===== src/rtl/rr_arbiter.sv =====
// -----------------------------------------------------------------------------
// rr_arbiter
//
// N-way arbiter with registered grant outputs. MODE selects the policy:
// 0 = fixed priority, where the lowest requesting index wins;
// 1 = round robin, where the search starts at a rotating pointer.
// While other requesters are waiting, an owner keeps the grant for at most
// MAX_HOLD consecutive cycles. With no contenders it keeps the grant for as
// long as it requests.
//
// The outputs show the decision made on the previous rising edge
// (one-cycle latency). A new owner can take over on the same edge that the
// old owner is released, so no idle cycle appears between owners.
//
// Ports
//   clk        in   1    rising-edge clock
//   reset      in   1    asynchronous, active-low; clears all state at once
//   req        in   N    level-sensitive request vector (bit i = requester i)
//   gnt        out  N    registered one-hot grant, or all zeros
//   gnt_valid  out  1    registered, equal to |gnt
//   gnt_id     out  IDW  registered index of the set gnt bit; 0 when idle
//   fsm_state  out  1    observability: 0 = IDLE, 1 = OWNED
//   ptr        out  IDW  observability: round-robin search start
//   hcnt       out  8    observability: cycles the current owner has held
//
// Handshake: there is no back-pressure. gnt_valid qualifies gnt and gnt_id in
// the cycle they are presented. A requester owns the resource in exactly
// those cycles where its gnt bit is 1.
// -----------------------------------------------------------------------------
module rr_arbiter #(
   parameter int N        = 4,
   parameter int MODE     = 1,
   parameter int MAX_HOLD = 4,
   parameter int IDW      = $clog2(N)
) (
   input  logic           clk,
   input  logic           reset,
   input  logic [N-1:0]   req,
   output logic [N-1:0]   gnt,
   output logic           gnt_valid,
   output logic [IDW-1:0] gnt_id,
   output logic           fsm_state,
   output logic [IDW-1:0] ptr,
   output logic [7:0]     hcnt
);

   typedef enum logic {
      IDLE  = 1'b0,
      OWNED = 1'b1
   } state_t;

   localparam logic [7:0]     HOLD_LAST = 8'(MAX_HOLD - 1);
   localparam logic [IDW-1:0] LAST_ID   = IDW'(N - 1);
   localparam logic [N-1:0]   ONE_N     = N'(1);

   state_t         state;

   logic           owner_req;
   logic           others_req;
   logic           expire;
   logic           keep;
   logic [N-1:0]   cand;
   logic [N-1:0]   hi_mask;
   logic [N-1:0]   sel;
   logic [N-1:0]   win_bit;
   logic           win_found;
   logic [IDW-1:0] win_id;
   logic [IDW-1:0] next_ptr;

   assign fsm_state = state;

   // gnt is the one-hot form of the current owner, so it doubles as the
   // owner mask.
   assign owner_req  = |(req & gnt);
   assign others_req = |(req & ~gnt);

   // Hold expiry uses >= rather than ==. An uncontended owner can run hcnt
   // past MAX_HOLD-1. When a contender then appears, the owner must give up
   // the grant at once instead of holding until hcnt wraps.
   assign expire = (state == OWNED) && owner_req && others_req &&
                   (hcnt >= HOLD_LAST);
   assign keep   = (state == OWNED) && owner_req && !expire;

   // A forced-out owner is removed from the candidates. In round-robin mode
   // this has no effect, because the pointer already places the owner last.
   assign cand = expire ? (req & ~gnt) : req;

   // Winner selection. In round robin the candidates at or above ptr are
   // searched first. If there are none, the search wraps to the low indices.
   // In fixed priority hi_mask stays empty, so the plain lowest bit wins.
   always_comb begin
      hi_mask = '0;
      for (int i = 0; i < N; i++) begin
         hi_mask[i] = (MODE != 0) && (i >= int'(ptr));
      end

      sel       = (|(cand & hi_mask)) ? (cand & hi_mask) : cand;
      win_bit   = sel & (~sel + ONE_N);     // isolate the lowest set bit
      win_found = |cand;

      win_id = '0;
      for (int i = N - 1; i >= 0; i--) begin
         if (win_bit[i]) begin
            win_id = IDW'(i);
         end
      end

      next_ptr = (win_id == LAST_ID) ? '0 : (win_id + IDW'(1));
   end

   always_ff @(posedge clk or negedge reset) begin
      if (!reset) begin
         state     <= IDLE;
         gnt       <= '0;
         gnt_valid <= 1'b0;
         gnt_id    <= '0;
         ptr       <= '0;
         hcnt      <= '0;
      end else begin
         if (keep) begin
            // The owner continues. The counter saturates so that a very long
            // uncontended hold cannot wrap back into a fresh tenure.
            if (hcnt != 8'hFF) begin
               hcnt <= hcnt + 8'd1;
            end
         end else if (win_found) begin
            // New grant, either from IDLE or as a hand-over on this edge.
            state     <= OWNED;
            gnt       <= win_bit;
            gnt_valid <= 1'b1;
            gnt_id    <= win_id;
            hcnt      <= 8'd0;
            ptr       <= next_ptr;
         end else begin
            state     <= IDLE;
            gnt       <= '0;
            gnt_valid <= 1'b0;
            gnt_id    <= '0;
            hcnt      <= 8'd0;
         end
      end
   end

endmodule

===== config.mk =====
export PLATFORM = sky130hd
export DESIGN_NAME = rr_arbiter
export DESIGN_NICKNAME = d
export VERILOG_FILES = /design/src/rtl/rr_arbiter.sv
export SDC_FILE = /design/constraint.sdc
export NUM_CORES = 1
export LEC_CHECK = 0
export CORE_ASPECT_RATIO = 1.2
export CORE_UTILIZATION = 48
export DETAILED_ROUTE_END_ITERATION = 8
export PLACE_DENSITY = 0.85
export SYNTH_ARGS = -nofsm -noshare
export SYNTH_HDL_FRONTEND = slang
export SYNTH_SLANG_ARGS = --single-unit

===== constraint.sdc =====
create_clock -name clk -period 2.4 [get_ports clk]
set_input_delay 0.48 -clock clk [delete_from_list [all_inputs] [get_ports clk]]
set_output_delay 0.48 -clock clk [all_outputs]
set_load 0.005 [all_outputs]

==> results.cfg <==
[critical_path]
critPathSlowestCell = clkdlybuf4s50_1
path_delay_family = compound AO/OA/AOI/OAI gates
cp_max_fo = 8
crit_type = in -> reg
crit_buf_inv = 2
cpPeakStageDelay_ns = 0.49
required_ns = 2.60
cp-start-kind = primary input
critical_path_arrival_ns = 2.47
worstPathCellList = clkdlybuf4s50_1 > inv_1 > o2111a_1 > or3_4 > a311o_1 > a32o_1
end_kind = flop

[power]
powerDensity_nw_per_um2 = 945
p_leak_nw = 0.588
ir_worst_vdd_v = 0.000696

[logic_synthesis]
ys.flop_type = dfrtp_1
ys_warn_count = 0
synth-edff-count = 0
synth_nets = 109
yosys-top-cells-area = dfrtp_1 42%, a22o_1 3.5%, a31oi_1 3.1%, nand2_1 2.6%, nand2b_1 2.5%
synth_xor_area_share_pct = 2.62
yosys.area_share.simple_pct = 18.9
synthMuxAreaShare_pct = 2.12
ys_seq_elements = 17
synth_top_family_by_area = compound AO/OA/AOI/OAI gates
syn_area_per_cell_um2 = 9.85
synth.distinct_cells = 45
synthAdderAreaFrac_pct = 1.25
syn_area_um2 = 1000
synthArstFlopShare_pct = 100
yosysTopAreaCellShare_pct = 42.3
synth_top_cell_by_area = dfrtp_1
synth-seq-area-share_pct = 42.3
postSynthCellCount = 102
synth_compound_area_share_pct = 29.0

[outcome]
violations = DRC
status = finished, violations left

[global_route]
gr-usage-met3_pct = 5.21
grt_overflow_total = 0
grt_use_met2_pct = 45.0
grt_pass1_vias = 979
antenna_found_initial = 0
grt_util_met1_pct = 31.4
grt_max_degree = 18
grt_pass1_wl_um = 4390
top_usage_layer = met2
grt_use_total_pct = 26.2

[finish]
postLayoutCellArea_um2 = 1360
final_core_util_pct = 71.7
final_layout_size_suffix_gt1_share_pct = 16.7
antenna_cells = 0
layout_commonest_cell = clkdlybuf4s50_1
area_delta_synth_final_pct = 35.1
layout_common_cells = 23 x clkdlybuf4s50_1, 17 x dfrtp_1, 13 x buf_4
nets = 146

[place]
post-dp-hpwl_um = 1960
globalplace.congestion = 0.848
port_buffers = 23
post_dp_cell_area_um2 = 1330

[detailed_routing]
drtPass1Iterations = 6
antenna_left = 0
vias_per_cell = 6.62
wl_per_cell_um = 16.7
drc = 3
drtIter0Drc = 39
vias = 1039
wirelength_um = 2620

[die]
die_x_um = 43.8
ios = 24
initial_core_util_pct = 53.1
die-height_um = 52.1
rows = 17
coreArea_um2 = 1890
die_area_um2 = 2280

[run]
maxCapViolCount = 0

[hold_path]
hold_path.class = reg -> reg

[clocking]
htreeDepth = 1
cts_num_sinks = 17
clkTransAtPathRegs_ns = 0.11
cts_tree = yes
postCtsSetupRepairBufs = 0
cts_root_buffer = clkbuf_4
numCtsBuffers = 3
clock_latency_ns = 0.30
clk_path_buf_depth = 2

[sta]
tightest_slew_ns = 0.761
fmax_ghz = 0.441
hold_viol = 0
layout_min_cycle_time_ns = 2.27
setup_viol = 0
maxSlewViolCount = 0
max_slew_margin_pct = 49.1
fin_skew_ns = 0.00171
fin_hold_ws_ns = 0.536
rsz0062_at_grt = false
finalSetupTns_ns = 0
finalCritPeriodShare_pct = 94.5
[synthesized netlist by cell type, drive strengths merged (2+ instances only)]
cell / count
nor2: 6
a21boi: 2
a21oi: 4
o21ai: 3
a22oi: 3
o31a: 2
a41o: 2
a22o: 4
a31oi: 5
dfrtp: 17
xnor2: 2
inv: 2
nand2b: 4
and3: 3
nand2: 7
nand3: 5
and2: 2
nor3: 2
buf: 3
o31ai: 3
[registers in the layout (all words and copies together) (netlist names)]
register	count
gnt_valid	1
ptr	2
hcnt	8
gnt	4
gnt_id	2
[worst register-to-register path, cell delays in order, from the launching register on]
cell and delay (ns):
dfrtp_1 0.43, ha_1 0.26, nor4_2 0.17, and2_2 0.29, o311a_1 0.25, o22ai_1 0.12
and2_1 0.17, o41ai_1 0.41
[metal layers]
layer  share of wire (%)  vias up  wire, um
met2                  51       44      1330
met5                   0        -         0
met3                 4.9       18       129
met4                 3.3        0        87
li1                    -      470         -
met1                  41      507      1070
[logic make-up (layout without fill, tap and decap cells)]
group | count (synthesis) | count (layout)
muxes | 2 | 2
AOI/OAI and AO/OA | 38 | 38
DFF | 17 | 17
xor gates and xnor gates | 3 | 3
adders and majority gates | 1 | 1
and+or+nand+nor | 35 | 35
buffers and inverters | 6 | 42
[path summary, 6_finish.rpt]
| path | from | end | slack [ns] | cells past startpoint |
|---|---|---|---|---|
| min in group asynchronous | reset | hcnt[3] | 0.61 | 1 |
| worst min-delay path | gnt_id[1] | gnt_id[1] | 0.54 | 1 |
| max in group asynchronous | reset | gnt_valid | 1.32 | 1 |
| worst min register to register | gnt_id[1] | gnt_id[1] | 0.54 | 1 |
| worst max register to register | hcnt[0] | gnt[2] | 0.18 | 7 |
| worst max-delay path | req[0] | gnt[3] | 0.13 | 6 |
[final cells by class]
class,instances,area (um2)
fill,152,536
tap,19,23.8
timing repair buffer,36,328
sequential,17,425
multi-input combinational,79,543
clock inverter,1,7.51
inverter,2,7.51
clock buffer,3,22.5
[what timing repair did]
action | CTS | global route
resized for setup | 0 | 1
hold buffers | 0 | 0
endpoints found under the setup margin | 0 | 1
[power breakdown]
part           leakage (nW)  switching, mW  internal, mW
registers             0.219          0.101         0.364
logic                 0.355          0.287         0.362
clock network        0.0139          0.106        0.0635
[stage by stage]
step | worst slack [ns] | total power, mW | std cells
final | 0.131 | 1.28 | 157
after global routing | 0.00465 | 1.36 | 157
after CTS | 0.115 | 1.28 | 157
after detailed placement | -0.179 | 1.11 | 153
after global placement | -0.110 | 1.09 | 153
after floorplan | 0.347 | 0.789 | 102
(Power assumes the default switching activity.)
